<file path="src/rtl/trap_entry_if.sv">
// Trap-entry handshake bundle: exception request/ack, pipeline flush and fetch redirect.
// master = trap controller, slave = decode/execute and fetch side.
interface trap_entry_if;
  logic        exc_valid;
  logic [3:0]  exc_cause;
  logic [31:0] exc_tval;
  logic [31:0] trap_pc;
  logic        exc_ack;
  logic        flush_req;
  logic        flush_ack;
  logic        redirect_valid;
  logic        redirect_ready;
  logic [31:0] redirect_pc;

  modport master (
    input  exc_valid, exc_cause, exc_tval, trap_pc, flush_ack, redirect_ready,
    output exc_ack, flush_req, redirect_valid, redirect_pc
  );

  modport slave (
    output exc_valid, exc_cause, exc_tval, trap_pc, flush_ack, redirect_ready,
    input  exc_ack, flush_req, redirect_valid, redirect_pc
  );
endinterface

</file>
<file path="src/rtl/trap_entry_ctrl.sv">
// Machine trap-state owner: arbitrates exceptions/interrupts/MRET, updates mepc/mcause/mtval/mstatus,
// then sequences pipeline flush and fetch redirect.
module trap_entry_ctrl #(
  parameter logic [31:0] RESET_PC    = 32'h0000_0000,
  parameter bit          VECTORED_EN = 1'b1
) (
  input  logic              clk,
  input  logic              rst_n,
  trap_entry_if.master      bus,
  input  logic              irq_sample,
  input  logic              irq_meip,
  input  logic              irq_msip,
  input  logic              irq_mtip,
  input  logic [2:0]        irq_en,
  input  logic [31:0]       mtvec,
  input  logic              mret_pulse,
  input  logic              csr_mstatus_we,
  input  logic [3:0]        csr_mstatus_wdata,
  output logic [1:0]        priv,
  output logic              mstatus_mie,
  output logic              mstatus_mpie,
  output logic [1:0]        mstatus_mpp,
  output logic [31:0]       mepc,
  output logic [31:0]       mtval,
  output logic [31:0]       mcause,
  output logic              busy
);

  localparam logic [1:0] PRIV_U = 2'b00;
  localparam logic [1:0] PRIV_M = 2'b11;

  typedef enum logic [1:0] {IDLE, FLUSH, REDIRECT} state_t;

  state_t      state_q, state_d;
  logic [1:0]  priv_q, mpp_q;
  logic        mie_q, mpie_q;
  logic [31:0] mepc_q, mcause_q, mtval_q, redirect_pc_q;
  logic        exc_ack_q;

  logic        idle;
  logic        irq_ok;
  logic [2:0]  irq_pend;
  logic        irq_any;
  logic [3:0]  irq_code;
  logic        take_exc, take_irq, take_trap, take_mret;
  logic [3:0]  trap_code;

  // Only U and M exist, so any other MPP encoding collapses to U.
  function automatic logic [1:0] legal_mpp(input logic [1:0] mpp_in);
    return (mpp_in == PRIV_M) ? PRIV_M : PRIV_U;
  endfunction

  function automatic logic [31:0] trap_target(input logic [31:0] tvec, input logic is_irq,
                                              input logic [3:0] code);
    logic [31:0] base;
    base = {tvec[31:2], 2'b00};
    if (VECTORED_EN && (tvec[1:0] == 2'b01) && is_irq)
      return base + {26'b0, code, 2'b00};
    return base;
  endfunction

  // Arbitration: exception, then enabled interrupt, then MRET; only evaluated in IDLE.
  always_comb begin
    idle      = (state_q == IDLE);
    irq_ok    = irq_sample && ((priv_q != PRIV_M) || mie_q);
    irq_pend  = {irq_meip & irq_en[2], irq_msip & irq_en[1], irq_mtip & irq_en[0]};
    irq_any   = |irq_pend;
    irq_code  = 4'd7;
    if (irq_pend[2])      irq_code = 4'd11;
    else if (irq_pend[1]) irq_code = 4'd3;
    take_exc  = idle && bus.exc_valid;
    take_irq  = idle && !bus.exc_valid && irq_ok && irq_any;
    take_trap = take_exc || take_irq;
    take_mret = idle && !take_trap && mret_pulse;
    trap_code = take_exc ? bus.exc_cause : irq_code;
  end

  always_comb begin
    state_d = state_q;
    case (state_q)
      IDLE: begin
        if (take_trap)      state_d = FLUSH;
        else if (take_mret) state_d = REDIRECT;
      end
      FLUSH:    if (bus.flush_ack)      state_d = REDIRECT;
      REDIRECT: if (bus.redirect_ready) state_d = IDLE;
      default:  state_d = IDLE;
    endcase
  end

  always_ff @(posedge clk or negedge rst_n) begin
    if (!rst_n) state_q <= IDLE;
    else        state_q <= state_d;
  end

  // Architectural trap state; trap/MRET updates take precedence over a same-cycle CSR write.
  always_ff @(posedge clk or negedge rst_n) begin
    if (!rst_n) begin
      priv_q        <= PRIV_M;
      mie_q         <= 1'b0;
      mpie_q        <= 1'b0;
      mpp_q         <= PRIV_M;
      mepc_q        <= RESET_PC;
      mcause_q      <= 32'h0;
      mtval_q       <= 32'h0;
      redirect_pc_q <= 32'h0;
      exc_ack_q     <= 1'b0;
    end else begin
      exc_ack_q <= take_exc;
      if (take_trap) begin
        mepc_q        <= bus.trap_pc & ~32'h3;
        mcause_q      <= {take_irq, 27'b0, trap_code};
        mtval_q       <= take_exc ? bus.exc_tval : 32'h0;
        mpie_q        <= mie_q;
        mie_q         <= 1'b0;
        mpp_q         <= priv_q;
        priv_q        <= PRIV_M;
        redirect_pc_q <= trap_target(mtvec, take_irq, trap_code);
      end else if (take_mret) begin
        mie_q         <= mpie_q;
        mpie_q        <= 1'b1;
        priv_q        <= mpp_q;
        mpp_q         <= PRIV_U;
        redirect_pc_q <= mepc_q;
      end else if (idle && csr_mstatus_we) begin
        mie_q  <= csr_mstatus_wdata[0];
        mpie_q <= csr_mstatus_wdata[1];
        mpp_q  <= legal_mpp(csr_mstatus_wdata[3:2]);
      end
    end
  end

  always_comb begin
    bus.flush_req      = (state_q == FLUSH);
    bus.redirect_valid = (state_q == REDIRECT);
    bus.redirect_pc    = redirect_pc_q;
    bus.exc_ack        = exc_ack_q;
    busy               = (state_q != IDLE);
    priv               = priv_q;
    mstatus_mie        = mie_q;
    mstatus_mpie       = mpie_q;
    mstatus_mpp        = mpp_q;
    mepc               = mepc_q;
    mtval              = mtval_q;
    mcause             = mcause_q;
  end

endmodule
</file>
<file path="src/flat_wrapper.sv">
// flat-port wrapper written by rule: the top's interface ports become plain ports
module trap_entry_ctrl_flat 
#(
  parameter logic [31:0] RESET_PC    = 32'h0000_0000,
  parameter bit          VECTORED_EN = 1'b1
)
  (clk, rst_n, irq_sample, irq_meip, irq_msip, irq_mtip, irq_en, mtvec, mret_pulse, csr_mstatus_we, csr_mstatus_wdata, priv, mstatus_mie, mstatus_mpie, mstatus_mpp, mepc, mtval, mcause, busy, bus_exc_valid, bus_exc_cause, bus_exc_tval, bus_trap_pc, bus_flush_ack, bus_redirect_ready, bus_exc_ack, bus_flush_req, bus_redirect_valid, bus_redirect_pc);
  trap_entry_if bus_i ();
  input  logic clk;
  input  logic rst_n;
  input  logic irq_sample;
  input  logic irq_meip;
  input  logic irq_msip;
  input  logic irq_mtip;
  input  logic [2:0] irq_en;
  input  logic [31:0] mtvec;
  input  logic mret_pulse;
  input  logic csr_mstatus_we;
  input  logic [3:0] csr_mstatus_wdata;
  output logic [1:0] priv;
  output logic mstatus_mie;
  output logic mstatus_mpie;
  output logic [1:0] mstatus_mpp;
  output logic [31:0] mepc;
  output logic [31:0] mtval;
  output logic [31:0] mcause;
  output logic busy;
  input wire logic [$bits(bus_i.exc_valid)-1:0] bus_exc_valid;
  input wire logic [$bits(bus_i.exc_cause)-1:0] bus_exc_cause;
  input wire logic [$bits(bus_i.exc_tval)-1:0] bus_exc_tval;
  input wire logic [$bits(bus_i.trap_pc)-1:0] bus_trap_pc;
  input wire logic [$bits(bus_i.flush_ack)-1:0] bus_flush_ack;
  input wire logic [$bits(bus_i.redirect_ready)-1:0] bus_redirect_ready;
  output wire logic [$bits(bus_i.exc_ack)-1:0] bus_exc_ack;
  output wire logic [$bits(bus_i.flush_req)-1:0] bus_flush_req;
  output wire logic [$bits(bus_i.redirect_valid)-1:0] bus_redirect_valid;
  output wire logic [$bits(bus_i.redirect_pc)-1:0] bus_redirect_pc;
  assign bus_i.exc_valid = bus_exc_valid;
  assign bus_i.exc_cause = bus_exc_cause;
  assign bus_i.exc_tval = bus_exc_tval;
  assign bus_i.trap_pc = bus_trap_pc;
  assign bus_i.flush_ack = bus_flush_ack;
  assign bus_i.redirect_ready = bus_redirect_ready;
  assign bus_exc_ack = bus_i.exc_ack;
  assign bus_flush_req = bus_i.flush_req;
  assign bus_redirect_valid = bus_i.redirect_valid;
  assign bus_redirect_pc = bus_i.redirect_pc;
  trap_entry_ctrl #(.RESET_PC(RESET_PC), .VECTORED_EN(VECTORED_EN)) u_core (.clk(clk), .rst_n(rst_n), .bus(bus_i), .irq_sample(irq_sample), .irq_meip(irq_meip), .irq_msip(irq_msip), .irq_mtip(irq_mtip), .irq_en(irq_en), .mtvec(mtvec), .mret_pulse(mret_pulse), .csr_mstatus_we(csr_mstatus_we), .csr_mstatus_wdata(csr_mstatus_wdata), .priv(priv), .mstatus_mie(mstatus_mie), .mstatus_mpie(mstatus_mpie), .mstatus_mpp(mstatus_mpp), .mepc(mepc), .mtval(mtval), .mcause(mcause), .busy(busy));
endmodule
</file>
<file path="config.mk">
export PLATFORM = sky130hd
export DESIGN_NAME = trap_entry_ctrl_flat
export DESIGN_NICKNAME = d
export VERILOG_FILES = /design/src/rtl/trap_entry_if.sv /design/src/rtl/trap_entry_ctrl.sv /design/src/flat_wrapper.sv
export SDC_FILE = /design/constraint.sdc
export NUM_CORES = 1
export LEC_CHECK = 0
export CORE_ASPECT_RATIO = 1.4
export CORE_MARGIN = 2
export CORE_UTILIZATION = 41
export DETAILED_ROUTE_END_ITERATION = 12
export GPL_TIMING_DRIVEN = 0
export PLACE_DENSITY = 0.87
export SETUP_SLACK_MARGIN = 0.15
export SYNTH_ARGS = -nofsm -noshare
export SYNTH_HDL_FRONTEND = slang
export SYNTH_SLANG_ARGS = --single-unit
export TNS_END_PERCENT = 50
</file>
<file path="constraint.sdc">
create_clock -name clk -period 4.3 [get_ports clk]
set_input_delay 0.645 -clock clk [delete_from_list [all_inputs] [get_ports clk]]
set_output_delay 0.645 -clock clk [all_outputs]
set_load 0.01 [all_outputs]
</file>
# After elaboration in Yosys (flattened, before gate mapping)
# Index checks and enable logic that the tools add are counted.
classes:
  muxes: 27
  addsub: 1
  n_bitwise: 3
  eq_ne: 8
  reduce_logical: 19
op_table:
  columns: ["cell", "count"]
  rows:
  - ["two-way mux 32 bit", 5]
  - ["adder 32 x 6 -> 32 bit", 1]
  - ["two-way mux 2 bit", 10]
  - ["logical AND 1 bit", 9]
  - ["two-way mux 1 bit", 8]
  - ["two-way mux 4 bit", 2]
  - ["inequality test 2 bit (second input constant)", 3]
  - ["case mux 2 bit (3 select lines)", 1]
  - ["== test 2 x 1 -> 1 bit (second input constant)", 2]
  - ["== test 2 bit (second input constant)", 2]
  - ["nonzero test 2 bit", 2]
  - ["AND 1 bit", 3]
  - ["two-way mux 3 bit", 1]
  - ["inequality test 3 bit (second input constant)", 1]
  - ["AND reduction 3 bit", 1]
  - ["nonzero test 3 bit", 1]
  - ["OR reduction 3 bit", 1]
  - ["logical NOT 1 bit", 2]
  - ["logical NOT 2 bit", 1]
  - ["logical OR 1 bit", 2]
word_totals:
  reg_bits: 108

# Longest topological paths before layout
# Gate-level depths: netlist of run 1.
logic_depth:
  word_depth: 12
  ltp_mapped: 13
  mapped_depth_nobuf: 11

# Least setup slack after synthesis of run 1
# No wires, ideal clock.
synth_path:
  kind: "register to register"
  start: "register u_core.state_q[0]"
  end: "register u_core.redirect_pc_q[31], in the netlist u_core.bus.redirect_pc[31]"
  period_less_slack_ns: 3.131
  path_buffers: 2
  path_stages_with_launch: 13
  path_slack_ns: 1.169
  arrival_ns: 3.062
  path_cell_list: "dfrtp_1 nor2_2 clkinv_1 nor2_1 clkbuf_1 o21ai_0 ha_1 o21a_1 a21oi_1 clkbuf_1 nand4b_1 or4_1 nand3_1"
synth_lines:
  columns: ["element", "line", "text"]
  rows:
  - ["start: declaration", "trap_entry_ctrl.sv:34", "state_t state_q, state_d;"]
  - ["start signal: assignment", "trap_entry_ctrl.sv:93", "else state_q <= state_d;"]
  - ["logical NOT 2 bit", "trap_entry_ctrl.sv:64", "idle = (state_q == IDLE);"]
  - ["logical AND 1 bit", "trap_entry_ctrl.sv:71", "take_exc = idle && bus.exc_valid;"]
  - ["two-way mux 4 bit", "trap_entry_ctrl.sv:75", "trap_code = take_exc ? bus.exc_cause : irq_code;"]
  - ["net u_core.trap_code[2]", "trap_entry_ctrl.sv:46", "logic [3:0] trap_code;"]
  - ["adder 32 x 6 -> 32 bit", "trap_entry_ctrl.sv:58", "return base + {26'b0, code, 2'b00};"]
  - ["two-way mux 32 bit", "trap_entry_ctrl.sv:57", "if (VECTORED_EN && (tvec[1:0] == 2'b01) && is_irq)"]
  - ["two-way mux 32 bit", "trap_entry_ctrl.sv:59", "return base;"]
  - ["two-way mux 32 bit", "trap_entry_ctrl.sv:110", "if (take_trap) begin"]
  - ["end signal: assignment", "trap_entry_ctrl.sv:118", "redirect_pc_q <= trap_target(mtvec, take_irq, trap_code);"]
  - ["end signal: assignment", "trap_entry_ctrl.sv:124", "redirect_pc_q <= mepc_q;"]
  - ["end: declaration", "trap_entry_ctrl.sv:37", "logic [31:0] mepc_q, mcause_q, mtval_q, redirect_pc_q;"]
# The timed path passes the listed nets, and every way through them passes these cells. The select of a mux whose other input is x is not followed.
# A chain may end at the register's enable or synchronous reset.

# Worst setup path in the final report of run 1
# Same ends and word-level chain as after synthesis.

==> results of run 1 <==
[final cells by class]
cell class	count	area share (%)
Buffer	59	4.34
Clock buffer	11	2.88
Clock inverter	5	0.682
Inverter	12	0.604
Multi-Input combinational cell	378	28.4
Sequential cell	106	32.9
Tap cell	150	2.32
Timing Repair Buffer	223	27.8
[cells in the final DEF (no fill, tap or decap), drive strengths merged, types with 3 or more instances in the layout]
cell type,count
clkdlybuf4s50,221
nand2,108
dfrtp,102
buf,41
a22o,32
conb,31
clkbuf,31
o21ai,25
xnor2,22
a22oi,20
mux2i,19
nand3,18
nor2,13
inv,11
nor3,10
nor4,10
a21oi,7
or4,7
nand4,5
or3,4
ha,4
dfstp,4
clkinvlp,3
nand2b,3
mux2,3
and3,3
o211ai,3
o22a,3
[through the flow]
step                      util, %  worst slack (ps)  instance area [um2]
after floorplan                 -              1170                 5340
after global routing         65.3               286                 8070
after CTS                    65.2               300                 8060
after global placement       62.7             -1440                 7750
after detailed placement     62.9               207                 7780
final                        65.3               494                 8070
[what timing repair did]
item | CTS | global route
hold buffers | 0 | 0
endpoints found under the setup margin | 0 | 5
resized for setup | 0 | 2
endpoints found under the hold margin | 0 | 0
[power groups by stage]
stage	Clock (W)	Sequential (W)	Combinational (W)
after global placement	0	0.00180	0.00253
after floorplan	0	0.00199	0.000948
final	0.000814	0.00181	0.00258
after CTS	0.000836	0.00181	0.00260
after detailed placement	0	0.00182	0.00259
after global routing	0.000880	0.00187	0.00279
[routing by layer]
layer / part of all wire [%] / wire [um] / vias up / global-route usage [%]
met5: 0 / 0 / - / 0
met3: 8.2 / 1370 / 24 / 7.05
met2: 51 / 8510 / 211 / 42.4
met4: 2.3 / 379 / 0 / 8.68
li1: - / - / 2328 / -
met1: 39 / 6430 / 2347 / 27.9
[state kept, by name, summed over array words and instances, names as in the netlist]
name	flops
u_core.bus.exc_ack	1
u_core.bus.redirect_pc	30
u_core.mcause	5
u_core.mepc	30
u_core.mstatus_mie	1
u_core.mstatus_mpie	1
u_core.mstatus_mpp	2
u_core.mtval	32
u_core.priv	2
u_core.state_q	2
[worst max-delay path: stages, from the launching register on]
cell        delay [ps]
dfrtp_1            450
nor2_4             260
clkinvlp_4         240
nor2_1             170
clkbuf_1           360
o21ai_0            270
ha_1               410
o21a_1             140
a21oi_1            110
clkbuf_1           270
nand4b_1           400
or4_1              540
nand3_1            100
[how the worst min path moves through the flow]
stage                                 start                            to  cells past startpoint
2_1_floorplan                         rst_n  u_core.bus.exc_ack$_DFF_PN0_                      0
3_3_place_gp   u_core.mcause[1]$_DFFE_PN0N_  u_core.mcause[1]$_DFFE_PN0N_                      2
3_5_place_dp   u_core.mtval[23]$_DFFE_PN0N_  u_core.mtval[23]$_DFFE_PN0N_                      1
4_1_cts                               rst_n  u_core.mtval[23]$_DFFE_PN0N_                      1
5_1_grt                               rst_n  u_core.mtval[23]$_DFFE_PN0N_                      1
6_report                              rst_n  u_core.mtval[23]$_DFFE_PN0N_                      1
[kinds of logic (layout without fill, tap and decap cells)]
kind of cell | after synthesis | count (layout)
xor gates and xnor gates | 22 | 22
other | 1 | 31
DFF | 106 | 106
AOI/OAI and AO/OA | 105 | 105
and+or+nand+nor | 193 | 193
muxes | 22 | 22
adders and majority gates | 5 | 5
buffers and inverters | 71 | 310
==> metrics.md, run 1 <==
| Metric | Value |
|---|---|
| Status | complete, no violations |
| Gpl congestion | 0.846 |
| Mapped Cells | 525 |
| Non-Filler Instances | 944 |
| DR pass1 iterations | 4 |
| Placed Cells | 928 |
| DRC violations left | 0 |
| Clock Pin Slew Worst Setup and Hold Paths | roughly 70 ps |
| Post-DRT Antenna Nets | 0 |
| Synth Area in Adders | roughly 1.3% |
| CTS max path bufs | 2 |
| Initial antenna violation count | 0 |
| Dpl hpwl | between 10 and 15 mm |
| H-tree depth | 3 |
| Largest net degree at the start of global routing | 64 |
| Post-Synth XOR/XNOR Area | ~3.7% |
| Max-cap viol count | 0 |
| Post-synthesis compound-gate area fraction | ~15% |
| Clock Latency Late Sink | roughly 350 ps |
| Comb pwr share | 49.5% |
| Starting DRT DRC Count | between 150 and 200 |
| Sw Ratio | 36.8% |
| Max transition margin | between 40 and 50% |
| Yosys reg bits | 106 |
| Worst Path Max Fanout | 10 |
| Critical Path Sink Type | register |
| Register area | approximately 2700 um2 |
| Worst r2r dst | u_core.bus.redirect_pc[31]$_DFFE_PN0P_ |
| EDFF count, synth | 0 |
| Share of the synthesized area in the top cell type | about half |
| Crit path kind | reg -> reg |
| Synthesized area per cell | around 10 um2 |
| Final Hold Slack | ~290 ps |
| Area delta synth->final | 54.4% |
| Psw | between 0.0015 and 0.002 W |
| Pwr per Cell Area | roughly 640 nW/um2 |
| Num CTS Buffers | 9 |
| Nets | 912 |
| Worst setup path startpoint | u_core.state_q[0]$_DFFE_PN0P_ |
| CTS tree | yes |
| Period utilization | 88.5% |
| Register area share after synthesis | 50.8% |
| Cell internal pwr | approximately 0.0033 W |
| Final Skew | between 10 and 15 ps |
| Mux share of post-synthesis cell area | ~4.3% |
| Simple-Gate Fraction of Synth Area | ~18% |
| R2R setup slack | ~500 ps |
| Ys Warns | 0 |
| Core Area | 12400 um2 |
| Die height | about 140 um |
| # setup viols final | 0 |
| Top post-synthesis cells by area | dfrtp_1 (49%), nand2_1 (7.8%), a22o_1 (5.4%), buf_4 (4.5%), xnor2_1 (3.7%) |
| Top_reg_cell synth | dfrtp_1 |
| Reg2reg start | u_core.state_q[0]$_DFFE_PN0P_ |
| Post-synth top cells | nand2_1 (108), dfrtp_1 (102), a22o_1 (32), buf_4 (31) |
| Root Buffer | clkbuf_16 |
| Post-DR vias/cell | between 5 and 6 |
| Clock Power Share | 15.6% |
| Total grt overflow | 0 |
| PortBufs | approximately 220 |
| Req. time, crit path | ~4600 ps |
| Multi-input combinational cell area | 2290 um2 |
| Total GRT Usage | 24.1% |
| DR vias | slightly below 5000 |
| CP endpoint | u_core.bus.redirect_pc[31]$_DFFE_PN0P_ |
| Largest family of logic cells by synthesized area | simple AND/OR/NAND/NOR gates |
| Layout fillers | between 1000 and 1500 |
| Yosys cell types | 57 |
| Unrepaired setup endpoints after global routing | false |
| First-pass GRT wire length | ~25 mm |
| Fmax | between 200 and 300 MHz |
| Row cnt | between 40 and 50 |
| Asr flop ratio synth | 100% |
| Setup Fix Bufs, Post-CTS | 0 |
| Sequential power share | 34.8% |
| I/O Pins | ~260 |
| Die X | 99.4 um |
| Static Leakage | ~3.6 nW |
| Min Tclk post-route | between 3000 and 4000 ps |
| Wirelength per Cell | between 15 and 20 um |
| Antenna Cells | 0 |
| Critical path startpoint category | register |
| Post-synthesis cell area | 5230 um2 |
| R2R depth | 12 |
| Final WL | about 17 mm |
| VDD IR max | between 0.3 and 0.4 mV |
| Setup TNS Final | 0 ps |
| Layout cells sized above 1 | 8.44% |
| Most common cell in the netlist | nand2_1 |
| Slew Limit Fails | 0 |
| Hold Crit Class | in -> async |
| Hold Vio Cnt, Final | 0 |
| Worst-Margin Slew | around 840 ps |
| Die Area | between 10000 and 15000 um2 |
| Clk sinks | about 110 |
| Initial Utilization | a little over two fifths |
| Vias in the first global route | 4823 |
| Total power | 0.00521 W |
| WP data arrival | 4080 ps |
| Yosys top cell by area | dfrtp_1 |
Power figures use the tool's default switching activity.
==> run 2, diff against run 1 <==
--- a/config.mk
+++ b/config.mk
@@ -10,7 +10,7 @@
 export CORE_UTILIZATION = 41
 export DETAILED_ROUTE_END_ITERATION = 12
 export GPL_TIMING_DRIVEN = 0
-export PLACE_DENSITY = 0.87
+export PLACE_DENSITY = 0.81
 export SETUP_SLACK_MARGIN = 0.15
 export SYNTH_ARGS = -nofsm -noshare
 export SYNTH_HDL_FRONTEND = slang
==> run 2 against run 1 <==
Final cell count unchanged. Non-clock buffer count unchanged. Worst setup slack worse by 110 ps. Largest cell class unchanged.
==> metrics.md, run 2 (synthesized netlist as in run 1, its figures left out) <==
| Metric | Value |
|---|---|
| Status | complete, no violations |
| Hold Vio Cnt, Final | 0 |
| Row cnt | 48 |
| Total GRT Usage | roughly a quarter |
| First-pass GRT wire length | between 20 and 30 mm |
| Req. time, crit path | 4570 ps |
| Pwr per Cell Area | ~650 nW/um2 |
| Setup TNS Final | 0 ps |
| Die Area | about 14000 um2 |
| Max-cap viol count | 0 |
| Initial antenna violation count | 0 |
| Setup Fix Bufs, Post-CTS | 0 |
| Initial Utilization | approximately 42% |
| Core Area | about 12000 um2 |
| Nets | roughly 910 |
| Largest register FFs | 32 |
| Final Hold Slack | 314 ps |
| VDD IR max | ~0.34 mV |
| Die height | between 100 and 150 um |
| Vias in the first global route | a little over 5000 |
| Static Leakage | ~3.6 nW |
| Slew Limit Fails | 0 |
| Fmax | around 260 MHz |
| Antenna Cells | 0 |
| Dpl hpwl | about 13 mm |
| WP data arrival | 4190 ps |
| Critical path startpoint category | register |
| DR pass1 iterations | 5 |
| # setup viols final | 0 |
| CTS max path bufs | 2 |
| Critical Path Sink Type | register |
| Commonest non-fill, non-tap cells in the layout | clkdlybuf4s50_1 (221), nand2_1 (108), dfrtp_1 (102) |
| Post-DR vias/cell | 5.30 |
| Crit path kind | reg -> reg |
| DR vias | ~5000 |
| Commonest non-fill, non-tap cell in the layout | clkdlybuf4s50_1 |
| Num CTS Buffers | 9 |
| Clock Latency Late Sink | 340 ps |
| Gpl congestion | between 0.8 and 0.9 |
| I/O Pins | ~260 |
| Multi-input combinational cell area | ~2300 um2 |
| Register area | 2660 um2 |
| Min Tclk post-route | roughly 4000 ps |
| Total grt overflow | 0 |
| PortBufs | approximately 220 |
| Starting DRT DRC Count | 216 |
| Die X | 99.4 um |
| Wirelength per Cell | approximately 18 um |
| Total power | around 0.0052 W |
| Area delta synth->final | 54.3% |
| Period utilization | 91.1% |
| Hold Crit Class | in -> async |
| Non-Filler Instances | between 900 and 1000 |
| Layout cells sized above 1 | between 8 and 9% |
| H-tree depth | 3 |
| Final Skew | just over 8 ps |
| Worst Path Max Fanout | 10 |
| Unrepaired setup endpoints after global routing | false |
| Max transition margin | 44.5% |
| Worst-Margin Slew | 829 ps |
| Placed Cells | slightly above 900 |
| Post-DRT Antenna Nets | 0 |
| Largest net degree at the start of global routing | 63 |
| Final WL | between 15 and 20 mm |
| Root Buffer | clkbuf_16 |
| DRC violations left | 0 |
| CTS tree | yes |
| Layout fillers | about 1000 |
| Clk sinks | 106 |
| Clock Pin Slew Worst Setup and Hold Paths | about 70 ps |
## run 2: cell types whose count changed in the layout (fill, tap and decap cells not counted), sizes merged
cell	delta
inv	+1
clkinvlp	-2
clkinv	+1
## run 2: area by class of cell
| type | count | area share [%] |
|---|---|---|
| inverter | 12 | 0.605 |
| timing repair buffer | 223 | 27.9 |
| sequential | 106 | 32.9 |
| buffer | 59 | 4.36 |
| clock buffer | 11 | 2.88 |
| multi-input combinational | 378 | 28.4 |
| tap | 150 | 2.33 |
| clock inverter | 5 | 0.667 |
## run 2: worst max-delay path, stage by stage, from the launching register on
cell	delay, ps
dfrtp_1	420
nor2_2	430
clkinvlp_4	350
nor2_1	210
clkbuf_2	260
o21ai_0	210
ha_1	410
o21a_1	150
a21oi_1	100
clkbuf_1	280
nand4b_1	410
or4_1	540
nand3_1	90
## run 2: repair_timing
item / 4_1_cts / 5_1_grt
setup endpoints to repair: 0 / 17
endpoints found under the hold margin: 0 / 0
gates resized for setup: 0 / 3
hold buffers: 0 / 0
## run 2: worst paths after layout
check	from	to	slack [ps]	depth (start not counted)
min	rst_n	u_core.bus.exc_ack$_DFF_PN0_	310	1
min in group clk	u_core.mcause[0]$_DFFE_PN0N_	u_core.mcause[0]$_DFFE_PN0N_	500	1
max reg2reg	u_core.state_q[1]$_DFFE_PN0P_	u_core.bus.redirect_pc[31]$_DFFE_PN0P_	380	12
max	u_core.state_q[1]$_DFFE_PN0P_	u_core.bus.redirect_pc[31]$_DFFE_PN0P_	380	12
min reg2reg	u_core.mcause[0]$_DFFE_PN0N_	u_core.mcause[0]$_DFFE_PN0N_	500	1
max in group asynchronous	rst_n	u_core.priv[1]$_DFFE_PN1P_	3230	2
## run 2: per-layer routing
metal  up-vias  global-route usage (%)  wire, um
met5         -                       0         0
met4         0                    10.4       395
met3        25                    6.04      1420
met2       241                    44.6      9110
met1      2411                    27.3      6310
li1       2328                       -         -
## run 2: per-stage QoR
| stage | util, % | area [um2] | worst slack (ps) |
|---|---|---|---|
| 6_report | 65.2 | 8070 | 384 |
| 5_1_grt | 65.2 | 8070 | 155 |
| 4_1_cts | 65.2 | 8060 | 216 |
| 3_5_place_dp | 62.9 | 7780 | 126 |
| 3_3_place_gp | 62.7 | 7750 | -1280 |
| 2_1_floorplan | - | 5340 | 1170 |
## run 2: power by group
| part | internal (W) | leakage (nW) | switching [W] |
|---|---|---|---|
| clock | 0.000451 | 0.144 | 0.000360 |
| sequential | 0.00148 | 1.30 | 0.000330 |
| combinational | 0.00135 | 2.16 | 0.00124 |
| total | 0.00329 | 3.61 | 0.00193 |
